--- src/rtl/div_share_sched.sv ---
// div_share_sched: round-robin sharing of one repeated-subtraction
// divide datapath between two requesters.
//
// Ports:
//   CLK, reset        clock, synchronous active-high reset
//   req0/req1         client requests, held with operands until done
//   a0,b0 / a1,b1     client dividend / divisor (unsigned)
//   gnt[1:0]          one-hot grant, LOAD through DONE
//   done[1:0]         one-cycle completion pulse to served client
//   busy              high whenever not IDLE
//   err               divide-by-zero or iteration timeout, valid with done
//   quot, rem         result registers, held until the next done
//   dp_a, dp_b        latched operands driven to the datapath
//   dp_s, dp_we       datapath mux select (0 load, 1 subtract), temp write
//   dp_x, dp_temp     datapath compare (temp < dp_b) and temp value
module div_share_sched #(
  parameter int WIDTH    = 32,
  parameter int MAX_ITER = 65535
) (
  input  logic             CLK,
  input  logic             reset,
  input  logic             req0,
  input  logic             req1,
  input  logic [WIDTH-1:0] a0,
  input  logic [WIDTH-1:0] b0,
  input  logic [WIDTH-1:0] a1,
  input  logic [WIDTH-1:0] b1,
  output logic [1:0]       gnt,
  output logic [1:0]       done,
  output logic             busy,
  output logic             err,
  output logic [WIDTH-1:0] quot,
  output logic [WIDTH-1:0] rem,
  output logic [WIDTH-1:0] dp_a,
  output logic [WIDTH-1:0] dp_b,
  output logic             dp_s,
  output logic             dp_we,
  input  logic             dp_x,
  input  logic [WIDTH-1:0] dp_temp
);

  localparam int CW = $clog2(MAX_ITER + 1);
  localparam logic [CW-1:0] MAXC = CW'(MAX_ITER);

  typedef enum logic [1:0] {
    S_IDLE, S_LOAD, S_SUB, S_DONE
  } state_e;

  state_e           state_q, state_d;
  logic             ptr_q, ptr_d;
  logic [1:0]       gnt_q, gnt_d;
  logic             err_q, err_d;
  logic [WIDTH-1:0] quot_q, quot_d;
  logic [WIDTH-1:0] rem_q, rem_d;
  logic [WIDTH-1:0] a_q, a_d;
  logic [WIDTH-1:0] b_q, b_d;
  logic [CW-1:0]    cnt_q, cnt_d;

  // Client 1 wins when it is the only requester, or when both
  // request and the pointer currently favours it.
  logic             sel1;
  logic [WIDTH-1:0] a_sel, b_sel;

  assign sel1  = req1 & (~req0 | ptr_q);
  assign a_sel = sel1 ? a1 : a0;
  assign b_sel = sel1 ? b1 : b0;

  always_comb begin
    state_d = state_q;
    ptr_d   = ptr_q;
    gnt_d   = gnt_q;
    err_d   = err_q;
    quot_d  = quot_q;
    rem_d   = rem_q;
    a_d     = a_q;
    b_d     = b_q;
    cnt_d   = cnt_q;
    dp_s    = 1'b0;
    dp_we   = 1'b0;
    unique case (state_q)
      S_IDLE: begin
        if (req0 | req1) begin
          gnt_d = sel1 ? 2'b10 : 2'b01;
          ptr_d = ~sel1;
          a_d   = a_sel;
          b_d   = b_sel;
          cnt_d = '0;
          if (b_sel == '0) begin
            // Zero divisor never reaches the datapath.
            err_d   = 1'b1;
            quot_d  = '1;
            rem_d   = a_sel;
            state_d = S_DONE;
          end else begin
            state_d = S_LOAD;
          end
        end
      end
      S_LOAD: begin
        dp_we   = 1'b1;
        state_d = S_SUB;
      end
      S_SUB: begin
        dp_s = 1'b1;
        if (dp_x) begin
          quot_d  = WIDTH'(cnt_q);
          rem_d   = dp_temp;
          err_d   = 1'b0;
          state_d = S_DONE;
        end else if (cnt_q == MAXC) begin
          quot_d  = WIDTH'(cnt_q);
          rem_d   = dp_temp;
          err_d   = 1'b1;
          state_d = S_DONE;
        end else begin
          dp_we = 1'b1;
          cnt_d = cnt_q + 1'b1;
        end
      end
      S_DONE: begin
        gnt_d   = 2'b00;
        state_d = S_IDLE;
      end
      default: state_d = S_IDLE;
    endcase
  end

  always_ff @(posedge CLK) begin
    if (reset) begin
      state_q <= S_IDLE;
      ptr_q   <= 1'b0;
      gnt_q   <= 2'b00;
      err_q   <= 1'b0;
      quot_q  <= '0;
      rem_q   <= '0;
      a_q     <= '0;
      b_q     <= '0;
      cnt_q   <= '0;
    end else begin
      state_q <= state_d;
      ptr_q   <= ptr_d;
      gnt_q   <= gnt_d;
      err_q   <= err_d;
      quot_q  <= quot_d;
      rem_q   <= rem_d;
      a_q     <= a_d;
      b_q     <= b_d;
      cnt_q   <= cnt_d;
    end
  end

  assign gnt  = gnt_q;
  assign done = (state_q == S_DONE) ? gnt_q : 2'b00;
  assign busy = (state_q != S_IDLE);
  assign err  = err_q;
  assign quot = quot_q;
  assign rem  = rem_q;
  assign dp_a = a_q;
  assign dp_b = b_q;

endmodule

--- config.mk ---
export PLATFORM = sky130hd
export DESIGN_NAME = div_share_sched
export DESIGN_NICKNAME = d
export VERILOG_FILES = /design/src/rtl/div_share_sched.sv
export SDC_FILE = /design/constraint.sdc
export NUM_CORES = 1
export LEC_CHECK = 0
export CORE_UTILIZATION = 31
export DETAILED_ROUTE_END_ITERATION = 12
export HOLD_SLACK_MARGIN = 0.02
export SKIP_LAST_GASP = 1
export SLEW_MARGIN = 15
export SYNTH_ARGS = -nofsm -noshare
export SYNTH_HDL_FRONTEND = slang
export SYNTH_SLANG_ARGS = --single-unit
--- constraint.sdc ---
create_clock -name CLK -period 2.7 [get_ports CLK]
set_input_delay 0.54 -clock CLK [delete_from_list [all_inputs] [get_ports CLK]]
set_output_delay 0.54 -clock CLK [all_outputs]
set_load 0.01 [all_outputs]
; Word level (Yosys, flattened, before mapping)
; Cells that the tools add are included.
[op_classes]
mul = 0
div = 0
order_cmp = 0
eq_ne = 9
add_sub_neg = 1
bitwise_logic = 5
shift = 0
mux = 34
n_reduce_logical = 10
[ops]
columns = op, count
row1 = $mux 32, 10
row2 = $pmux 32 s2, 2
row3 = $mux 16, 3
row4 = $logic_not 32->1, 1
row5 = $pmux 16 s2, 1
row6 = $add 16x1->16 const B, 1
row7 = $eq 16x16->1 const B, 1
row8 = $mux 2, 7
row9 = $ne 2x2->1 const B, 4
row10 = $pmux 2 s4, 1
row11 = $reduce_and 4->1, 2
row12 = $mux 1, 7
row13 = $reduce_and 2->1, 3
row14 = $reduce_bool 2->1, 3
row15 = $eq 2x2->1 const B, 2
row16 = $pmux 1 s2, 2
row17 = $pmux 2 s2, 1
row18 = $ne 3x3->1 const B, 1
row19 = $eq 2x1->1 const B, 1
row20 = $logic_not 2->1, 1
row21 = $not 1->1, 2
row22 = $or 1x1->1, 2
row23 = $and 1x1->1, 1
[word_totals]
ramBits = 0
mem_bits_ro = 0
inputBits = 165
word_cells = 68
n_memories = 0
out_inout_bits = 136
latch_bits = 0
register_bits = 150

; Depth between registers and ports, before layout
[logic_depth]
ltp_word = 8
ltp_mapped = 10

; Worst setup path before layout
; Ideal clock, no wire load.
[synth_timing]
path_type = input-to-reg
startpoint = input port b1[25]
endpoint = register quot_q[10] (netlist: quot[10])
t_arrival_ns = 2.165
t_required_ns = 2.561
slack_ns = 0.396
cell_stages = 6
path_buffers = 1
cell_sequence = or4_1 -> o31a_1 -> o31a_1 -> nor2_4 -> buf_4 -> a311oi_1
[synth_between]
elab_chain_cells = 4
[synth_rtl]
columns = element, line_no
row1 = from (decl), 27  ; input logic [WIDTH-1:0] b1,
row2 = $mux 32, 66  ; assign b_sel = sel1 ? b1 : b0;
row3 = $logic_not 32->1, 88  ; if (b_sel == '0) begin
row4 = $ne 2x2->1 (no source line), n/a
row5 = $reduce_and 4->1 (no source line), n/a
row6 = to (signal assigned), 144  ; quot_q <= quot_d;
row7 = to (decl), 53  ; logic [WIDTH-1:0] quot_q, quot_d;
; Every way passes these cells.
; A chain may end at the register's enable or synchronous reset.

; Worst setup path after layout
[layout_timing]
startpoint = register state_q[0]
endpoint = output port busy
[layout_between]
elab_chain_cells = 1
[layout_rtl]
columns = element, line_no
row1 = from (decl), 49  ; state_e state_q, state_d;
row2 = from (signal assigned), 140  ; state_q <= state_d;
row3 = $reduce_bool 2->1, 154  ; assign busy = (state_q != S_IDLE);
row4 = to (decl), 30  ; output logic busy,
; Every way passes these cells.

==> results.py <==
metrics = {
    "floorplan": {
        "pin_count": 301,
        "num_rows": 52,
        "die_w_um": 145.4,
        "die_h_um": 145.4,
        "die_area_um2": 21150,
        "initial_core_util_pct": 31.62,
        "core_area_um2": 20170,
    },
    "sta": {
        "min_period_over_period_pct": 94.43,
        "fin_worst_hold_slack_ns": 0.4711,
        "slew_violations": 0,
        "timing_hold_violations_final": 0,
        "final.setup_skew_ns": 0.01326,
        "fin_tns_setup_ns": 0,
        "fin_ws_ns": 0.1504,
        "setup_viol": 0,
        "clock.fmax_mhz": 392.2,
        "min_period_ns": 2.550,
        "tightestPinTransition_ns": 1.013,
        "rsz0062_at_grt": "true",
        "maxSlewHeadroom_pct": 32.32,
    },
    "routing": {
        "totalWireLength_mm": 23.51,
        "post-route-drc-count": 0,
        "dr.pass1.iters": 4,
        "first_iter_violations": 306,
        "route.detailed.wl_per_inst_um": 17.32,
        "viasPerCell": 4.985,
        "num_vias": 6770,
        "ant_nets": 0,
    },
    "global_route": {
        "grt_max_degree": 122,
        "antenna_found_initial": 0,
        "grt_pass1_wl_mm": 36.47,
        "grt_pass1_vias": 6391,
        "gr-usage-all-layers_pct": 22.06,
        "overflow": 0,
    },
    "layout": {
        "nFillCells": 1909,
        "fin_nets": 1247,
        "drive_above_1_share_pct": 8.732,
        "seqCellArea_um2": 2704,
        "n_antenna_cell": 0,
        "area_growth_syn_to_layout_pct": 64.23,
        "final_util_pct": 51.93,
        "multiInputGateArea_um2": 3241,
    },
    "synthesis": {
        "synth_common_cells": "135 x dfxtp_1, 101 x nand2_1, 91 x nor2_1",
        "synth_area_leaders": "dfxtp_1 42%, a311oi_1 6.6%, nand2_1 5.9%",
        "yosys.area_share.simple_pct": 18.99,
        "yosysWarnings": 0,
        "ys_seq_area_share_pct": 42.38,
        "yosys.area.top_type": "dfxtp_1",
        "synthFlopType": "dfxtp_1",
        "synth_compound_area_share_pct": 22.76,
        "syn-num-nets": 959,
        "ys_ff_latch": 135,
        "synth-xor-area-share_pct": 1.923,
        "yosysUniqueCellTypes": 42,
        "syn_avg_cell_area_um2": 8.083,
        "synth_edf_count": 0,
        "synth_top_area_share_pct": 42.38,
        "yosys.area_share.adder_pct": 0.9810,
        "syn_area_um2": 6377,
        "async_reset_ff_share_pct": 0,
        "syn_inst": 789,
        "muxShareOfSynthArea_pct": 5.513,
        "synth_top_family_by_area": "compound AO/OA/AOI/OAI gates",
        "yosysMostFrequentCell": "dfxtp_1",
    },
    "critical_path": {
        "path_class": "flop to output port",
        "arrival_ns": 2.01,
        "worstPathRequired_ns": 2.16,
        "crit_fanout": 8,
        "crit_chain": "inv_1, ha_1, inv_1, clkdlybuf4s50_1",
        "start_kind": "flop",
        "max_stage_delay_ns": 0.63,
        "cp-end-kind": "output port",
        "cpMostUsedCell": "inv_1",
        "cp_slowest_cell": "clkdlybuf4s50_1",
    },
    "cts": {
        "cts_root_buffer": "clkbuf_16",
        "post_cts_buffers": 0,
        "cts.sinks": 135,
        "cts_buffer_depth": 2,
        "tritoncts": "done",
        "htreeDepth": 4,
        "clk_latency_ns": 0.42,
        "cts_buffers": 17,
        "clkTransAtPathRegs_ns": 0.05,
    },
    "run": {
        "max_cap_viol_count": 0,
    },
    "place": {
        "io_buffers": 300,
        "routabilityCongestion": 0.8386,
        "hpwl_mm": 17.16,
        "post-place-ws_ns": -0.2956,
    },
    "pwr": {
        "vdd_drop_max_mv": 0.5095,
        "p_per_area_nw_per_um2": 737.3,
        "p_leak_nw": 3.844,
    },
    "hold_path": {
        "min_path_type": "flop to flop",
    },
    "run_status": {
        "outcome": "finished, final reports clean",
    },
}
cells in the final DEF, fill, tap and decap left out, types with 3 or more instances in the layout:
cell type        instances
mux2i_1                 34
nor2_4                   3
nand3_1                 42
clkbuf_8                 3
buf_12                  12
clkinv_2                 3
inv_1                   19
a21oi_1                 53
dfxtp_1                134
nor4_1                  10
clkdlybuf4s50_1        298
and4_1                   3
xnor2_1                 14
a311oi_1                48
clkinvlp_4               4
buf_4                   41
clkbuf_16               17
nand2_1                101
nand2b_1                 3
o21ai_0                 65
nor3_1                   6
nand4_1                  3
nor2_1                  88
and2_1                   5
ha_1                     3
a211oi_1                37
metrics by stage:
step	instances	area [µm²]	total power, mW
6_report	1358	10470	7.722
5_1_grt	1358	10470	8.165
4_1_cts	1357	10440	7.780
3_5_place_dp	1327	9879	5.554
3_3_place_gp	1327	9879	5.545
2_1_floorplan	789	6377	3.966
worst paths after layout:
check | start | depth (start not counted) | slack, ns | endpoint
setup reg to reg | state_q[0] | 9 | 0.25 | rem[6]
hold / removal | rem[5] | 2 | 0.47 | rem[5]
hold reg to reg | rem[5] | 2 | 0.47 | rem[5]
setup / recovery | state_q[0] | 4 | 0.15 | busy
area by class of cell:
class / instances / area share [%]
Multi-Input combinational cell: 551 / 30.94
Inverter: 19 / 0.6809
Timing Repair Buffer: 353 / 34.09
Sequential cell: 135 / 25.82
Tap cell: 270 / 3.225
Clock buffer: 22 / 4.528
Clock inverter: 8 / 0.7168
power by group:
group / switching (mW) / internal, mW
Clock: 0.864 / 1.32
Sequential: 0.183 / 2.35
Combinational: 1.51 / 1.49
Total: 2.56 / 5.17
timing repair:
action                     in CTS  in global routing
setup endpoints to repair       1                  7
gates resized for setup         3                  3
hold buffers                    0                  0
cell families (layout without fill, tap and decap cells):
logic type / after synthesis / in the layout
AOI/OAI and AO/OA: 221 / 221
xor gates and xnor gates: 14 / 14
DFF: 135 / 135
adders and majority gates: 5 / 5
and+or+nand+nor: 276 / 276
buffers and inverters: 103 / 402
muxes: 35 / 35
sequential cells by signal (all words and copies together), names as in the netlist:
signal and flops:
cnt_q 16, dp_a 32, dp_b 32, err 1
gnt 2, ptr_q 1, quot 17, rem 32
state_q 2
critical path: cells and delay by family, from the launching register on:
| family | cells | cell delay [ns] |
|---|---|---|
| DFF | 1 | 0.37 |
| adders and majority gates | 1 | 0.31 |
| buffers and inverters | 3 | 0.92 |
layer usage:
layer / vias up / track usage (%) / part of all wire [%]
li1: 3393 / - / -
met1: 3127 / 28.38 / 45
met2: 231 / 36.13 / 47
met3: 19 / 5.705 / 6.4
met4: 0 / 6.789 / 1.3
met5: - / 0 / 0
Power figures use the tool's default switching activity.
